**config.mk**
```make
export PLATFORM = sky130hd
export DESIGN_NAME = paddle_input_ctrl
export DESIGN_NICKNAME = d
export VERILOG_FILES = /design/src/rtl/paddle_input_ctrl.sv
export SDC_FILE = /design/constraint.sdc
export NUM_CORES = 1
export LEC_CHECK = 0
export ABC_CLOCK_PERIOD_IN_PS = 6530
export CELL_PAD_IN_SITES_DETAIL_PLACEMENT = 0
export CELL_PAD_IN_SITES_GLOBAL_PLACEMENT = 2
export CORE_MARGIN = 5
export CORE_UTILIZATION = 27
export DETAILED_ROUTE_END_ITERATION = 7
export GPL_TIMING_DRIVEN = 1
export PLACE_DENSITY_LB_ADDON = 0.1
export SLEW_MARGIN = 20
export SYNTH_ARGS = -nofsm -noshare
export SYNTH_HDL_FRONTEND = slang
export SYNTH_SLANG_ARGS = --single-unit
```
**constraint.sdc**
```tcl
create_clock -name clk_0 -period 6.53 [get_ports clk_0]
set_clock_uncertainty 0.2 [all_clocks]
set_input_delay 1.306 -clock clk_0 [delete_from_list [all_inputs] [get_ports clk_0]]
set_output_delay 1.306 -clock clk_0 [all_outputs]
set_load 0.03 [all_outputs]
```
**src/rtl/paddle_input_ctrl.sv**
```systemverilog
// Paddle position controller: two raw push-buttons are synchronised and debounced,
// then move the paddle SPEED pixels per frame_tick, clamped to the legal screen range.

module paddle_btn_debounce #(
  parameter int unsigned DEBOUNCE_CYCLES = 250000,
  parameter bit          ACTIVE_LOW      = 1'b1
) (
  input  logic clk_0,
  input  logic rst,
  input  logic btn_raw,
  output logic pressed
);

  localparam int unsigned CNT_W = $clog2(DEBOUNCE_CYCLES + 1);
  localparam logic [CNT_W-1:0] CNT_LAST = CNT_W'(DEBOUNCE_CYCLES - 1);
  localparam logic RELEASED_RAW = ACTIVE_LOW ? 1'b1 : 1'b0;

  logic [1:0]       sync_q;
  logic             sync_pressed;
  logic             stable_q;
  logic [CNT_W-1:0] cnt_q;

  // Sync flops hold the raw pin level; polarity is normalised only after the second flop.
  always_ff @(posedge clk_0) begin
    if (rst) begin
      sync_q <= {2{RELEASED_RAW}};
    end else begin
      sync_q <= {sync_q[0], btn_raw};
    end
  end

  assign sync_pressed = sync_q[1] ^ RELEASED_RAW;

  // The stable level only follows the synchronised level once it has differed for
  // DEBOUNCE_CYCLES consecutive edges; any return to the stable level restarts the count.
  always_ff @(posedge clk_0) begin
    if (rst) begin
      stable_q <= 1'b0;
      cnt_q    <= '0;
    end else if (sync_pressed == stable_q) begin
      cnt_q <= '0;
    end else if (cnt_q == CNT_LAST) begin
      stable_q <= sync_pressed;
      cnt_q    <= '0;
    end else begin
      cnt_q <= cnt_q + CNT_W'(1);
    end
  end

  assign pressed = stable_q;

endmodule

module paddle_input_ctrl #(
  parameter int unsigned PADDLE_X        = 10,
  parameter int unsigned PADDLE_H        = 80,
  parameter int unsigned Y_INIT          = 200,
  parameter int unsigned Y_MIN           = 0,
  parameter int unsigned Y_MAX           = 480,
  parameter int unsigned SPEED           = 4,
  parameter int unsigned DEBOUNCE_CYCLES = 250000,
  parameter bit          BTN_ACTIVE_LOW  = 1'b1
) (
  input  logic       clk_0,
  input  logic       rst,
  input  logic       btn_up,
  input  logic       btn_down,
  input  logic       frame_tick,
  output logic [9:0] paddle_xpos,
  output logic [9:0] paddle_ypos,
  output logic       up_pressed,
  output logic       down_pressed
);

  // All position arithmetic is carried one bit wider than the port so that
  // neither the subtraction nor the addition can wrap before the clamp.
  localparam logic [10:0] Y_LO   = 11'(Y_MIN);
  localparam logic [10:0] Y_HI   = 11'(Y_MAX - PADDLE_H);
  localparam logic [10:0] STEP   = 11'(SPEED);
  localparam logic [10:0] Y_BOOT = 11'(Y_INIT);

  typedef enum logic [1:0] {
    MOVE_HOLD,
    MOVE_UP,
    MOVE_DOWN
  } move_e;

  logic        up_db;
  logic        down_db;
  move_e       move_dir;
  logic [10:0] ypos_q;
  logic [10:0] ypos_next;

  paddle_btn_debounce #(
    .DEBOUNCE_CYCLES (DEBOUNCE_CYCLES),
    .ACTIVE_LOW      (BTN_ACTIVE_LOW)
  ) u_db_up (
    .clk_0   (clk_0),
    .rst     (rst),
    .btn_raw (btn_up),
    .pressed (up_db)
  );

  paddle_btn_debounce #(
    .DEBOUNCE_CYCLES (DEBOUNCE_CYCLES),
    .ACTIVE_LOW      (BTN_ACTIVE_LOW)
  ) u_db_down (
    .clk_0   (clk_0),
    .rst     (rst),
    .btn_raw (btn_down),
    .pressed (down_db)
  );

  // Opposing buttons cancel, so only an exclusive press moves the paddle.
  always_comb begin
    move_dir = MOVE_HOLD;
    if (up_db && !down_db) begin
      move_dir = MOVE_UP;
    end else if (down_db && !up_db) begin
      move_dir = MOVE_DOWN;
    end
  end

  always_comb begin
    ypos_next = ypos_q;
    if (frame_tick) begin
      case (move_dir)
        MOVE_UP: begin
          if (ypos_q >= Y_LO + STEP) begin
            ypos_next = ypos_q - STEP;
          end else begin
            ypos_next = Y_LO;
          end
        end
        MOVE_DOWN: begin
          if (ypos_q + STEP <= Y_HI) begin
            ypos_next = ypos_q + STEP;
          end else begin
            ypos_next = Y_HI;
          end
        end
        default: ypos_next = ypos_q;
      endcase
    end
  end

  // The debounced flags are registered, so a debounce update on a frame_tick edge
  // only affects movement from the following tick onward.
  always_ff @(posedge clk_0) begin
    if (rst) begin
      ypos_q <= Y_BOOT;
    end else begin
      ypos_q <= ypos_next;
    end
  end

  assign paddle_xpos  = 10'(PADDLE_X);
  assign paddle_ypos  = ypos_q[9:0];
  assign up_pressed   = up_db;
  assign down_pressed = down_db;

endmodule

```
After elaboration in Yosys (flattened, before gate mapping):

Index checks and enable logic that the tools add are counted.

* bits of input ports: 5
* output and inout bits: 22
* bits in registers: 53

* bitwise operators: 4
* add/sub/neg operators: 4
* order comparisons: 2
* eq/ne operators: 6
* muxes and demuxes: 5
* reductions and logical operators: 10

Operators with widths (count)
* adder 18 x 1 -> 18 bit (second input constant): 2
* equality test 18 bit (second input constant): 2
* 2-to-1 mux 11 bit: 2
* one-hot mux 11 bit (2 select lines): 1
* adder 11 x 3 -> 11 bit (second input constant): 1
* >= comparator 11 x 3 -> 1 bit (second input constant): 1
* <= comparator 11 x 9 -> 1 bit (second input constant): 1
* subtractor 11 x 3 -> 11 bit (second input constant): 1
* AND reduction 2 bit: 3
* OR reduction 3 bit: 2
* 2-to-1 mux 2 bit: 2
* NOT 1 bit: 4
* equality test 1 bit: 2
* equality test 2 x 1 -> 1 bit (second input constant): 1
* equality test 2 bit (second input constant): 1
* logical AND 1 bit: 2
* logical NOT 1 bit: 2
* nonzero test 2 bit: 1

Depth between registers and ports, before layout:

* word-level depth: 7
* mapped depth: 8
* mapped depth without buffers: 7

By module:

From an unflattened synthesis, not the netlist that was laid out.

* cell total of the unflattened synthesis: 370
* area total of the unflattened synthesis: 3027.9 um^2

By module, submodules not included
* paddle_btn_debounce: sequential area each 420.4 um^2, area an instance 964.7 um^2, cells an instance 108, times used 2
* paddle_input_ctrl: sequential area each 180.2 um^2, area an instance 1098.6 um^2, cells an instance 154, times used 1

Least setup slack after synthesis:

No wires, ideal clock.

* kind: input to register
* from: in frame_tick
* to: reg ypos_q[9]
* stages on the path: 5
* path slack: 4118 ps
* data required time: 6260 ps
* data arrival time: 2141 ps
* path buffers: 1
* setup time: 70 ps
* cell sequence: nor2b_1 -> clkbuf_1 -> o21ai_0 -> or3_1 -> a21oi_1

* word-level cells in the longest chain between the ends: 1

Ends and longest elaborated chain
* start: declaration: RTL line 68 `input logic frame_tick,`
* AND reduction 2 bit (no source line)
* end signal: assignment: RTL line 153 `ypos_q <= ypos_next;`
* end: declaration: RTL line 91 `logic [10:0] ypos_q;`

Every way passes these cells.
A chain may end at the register's enable or synchronous reset.

Worst setup path after layout:

* from: reg ypos_q[2]
* to: out paddle_ypos[2]

RTL lines
* end: declaration: RTL line 70 `output logic [9:0] paddle_ypos,`

No word-level cell between the ends.

==> results.ini <==
[logic_synthesis]
yosysWarnings = 0
synth_top_area_cell = dfxtp_1
syn_area_um2 = 2780
synth_area_leaders = dfxtp_1, xor2_1, nor2_1
synth-seq-cells = 51
async_flop_share_pct = 0
synth_cell_types = 47
syn_inst = 334
ys.flop_type = dfxtp_1
ys_seq_area_share_pct = 36.8
yosysTopAreaCellShare_pct = 36.8
syn_area_per_cell_um2 = 8.32
synth-edff-count = 0

[final_layout]
syn2layout_area_growth_pct = 8.06
multi_input_area_um2 = 1540
regArea_um2 = 1020
final_cell_area_um2 = 3000
num-fill-cells = 1116
layout_common_cells = dfxtp_1, nor2_1, xor2_1, nand3_1, a21oi_1
layout-drive-gt1-share_pct = 6.63
instances_no_fill = 468
final_common_cell = dfxtp_1
nets = 343
n_antenna_cell = 0

[route]
wl_per_cell_um = 12.8
drt_iter0_markers = 67
vias = 2058
viasPerCell = 4.40
first_pass_iters = 4
detail-route-antenna-nets = 0
totalWireLength_mm = 5.99
drc = 0

[critical_path]
crit_type = register to primary output
path_depth = 1
reg2regPathDepth = 7
r2r_end = ypos_q[4]
path_buf_inv = 1
timing.rr.start = ypos_q[2]
critPathMaxStageDelay_ns = 0.76
r2r_slack_ns = 4.01
crit_path_cell_trace = clkdlybuf4s50_1
critical_path.top_delay_family = buffers and inverters
critPathMaxFanout = 13
cp_slowest_cell = clkdlybuf4s50_1
endpoint_kind = primary output
worstPathRequired_ns = 5.02
critPathArrivalTime_ns = 1.70
cp-start-kind = register

[global_routing]
use_met2_pct = 16.0
grt_pass1_wl_mm = 10.1
grt_util_met3_pct = 1.96
met1_usage_pct = 13.4
grt-busiest-layer = met2
grt_util_all_layers_pct = 9.81
antenna_found_initial = 0
overflow = 0
grt_max_degree = 19
first_global_vias = 2017

[sta]
maxSlewViolCount = 0
slew_headroom_pct = 54.5
worst_hold_slack_ns = 0.217
final.setup.tns_ns = 0
fin_crit_ns = 3.21
rsz0062_at_grt = no
fin_crit_sh_pct = 49.1
finalHoldViolCount = 0
max_freq_ghz = 0.312
finalSetupViolations = 0
setup_ws_ns = 3.32
worst_pin_slew_ns = 0.683

[die]
rows = 37
die_y_um = 111
num_io_pins = 27
fp.dieW_um = 111
initial_core_util_pct = 27.3
core-area_um2 = 10200
dieArea_um2 = 12400

[clock_network]
cts-root-buf = clkbuf_8
path_clk_slew_ns = 0.10
cts_resized = 0
clkLatencyLatePin_ns = 0.30
postCtsHoldBufs = 0
cts_sinks = 51
post_cts_buffers = 0
cts_buffers = 5
clockBufferDepth = 2
cts_tree = done
cts_max_level = 2

[placed_design]
io_buffers = 14
placed_cell_area_um2 = 2910
pre_cts_slack_ns = 3.13
gp_congestion = 0.696
dp.cells = 460
hpwlAfterDp_mm = 4.40

[pwr]
p_per_area_nw_per_um2 = 173
sw_frac_of_total_pct = 22.6
p_leak_nw = 0.977
comb_power_share_pct = 3.3
p_seq_share_pct = 60.2
power_frac_clock_pct = 36.5
peakVddDrop_v = 0.0000841
p_switching_mw = 0.117
internal_power_mw = 0.403

[hold_path]
hp-start = u_db_up.sync_q[0]
whs_path_depth = 1
worstHoldEndpoint = u_db_up.sync_q[1]
hp-class = register to register

[run]
max-cap-violations = 0

[outcome]
status = complete, no violations

kinds of logic (layout without fill, tap and decap cells):
family	count (synthesis)	in the layout	share of synthesized area, %
DFF	51	51	36.8
adders and majority gates	7	7	3.15
AOI/OAI and AO/OA	45	45	10.5
xor gates and xnor gates	35	35	11.0
buffers and inverters	43	31	9.10
muxes	2	2	0.721
other	2	12	0.270
and+or+nand+nor	149	149	28.5
sequential cells by signal, indices dropped and copies added, names as in the netlist:
register and flops:
u_db_up.cnt_q 18, u_db_down.pressed 1, u_db_down.cnt_q 18, ypos_q 9
u_db_up.pressed 1, u_db_down.sync_q 2, u_db_up.sync_q 2
per-stage QoR:
stage / util (%) / power, mW
3_3_place_gp: 28.5 / 0.338
2_1_floorplan: - / 0.339
5_1_grt: 29.5 / 0.544
6_report: 29.5 / 0.520
4_1_cts: 29.5 / 0.534
3_5_place_dp: 28.5 / 0.338
cell usage after synthesis, drive strengths merged (4+ instances only):
library cell,n
clkbuf,7
and3,10
or3,7
xor2,23
a21oi,15
nand3,23
or2,5
inv,9
xnor2,12
o21ai,14
nor2,50
nand2,15
nor3,9
dfxtp,51
a31oi,4
nand3b,5
buf,27
nand4,6
ha,7
routing by layer:
metal  up-vias  routed length, µm  share of wire [%]
met4         0                 30               0.50
met5         -                  0                  0
met1       938               3020                 51
met2        17               2800                 47
met3         2                128                2.1
li1       1101                  -                  -
power groups by stage:
stage / Clock [mW] / Combinational [mW] / Sequential (mW)
after floorplan: 0 / 0.0191 / 0.320
after global placement: 0 / 0.0176 / 0.320
after detailed placement: 0 / 0.0175 / 0.320
after CTS: 0.203 / 0.0176 / 0.313
after global routing: 0.212 / 0.0186 / 0.313
final: 0.190 / 0.0174 / 0.313
cell type report:
cell class,count,share of cell area (%)
timing repair buffer,14,4.67
tap,136,5.67
multi-input combinational,250,51.4
sequential,51,34.0
clock inverter,1,0.292
inverter,9,1.13
clock buffer,7,2.88
worst max path at each step:
stage,end,startpoint
after floorplan,ypos_q[9],frame_tick
after global placement,u_db_down.cnt_q[15],rst
after detailed placement,u_db_down.cnt_q[13],rst
after CTS,paddle_ypos[4],ypos_q[4]
after global routing,paddle_ypos[4],ypos_q[4]
final,paddle_ypos[2],ypos_q[2]
Note: power is estimated with default switching activity, not from simulation.
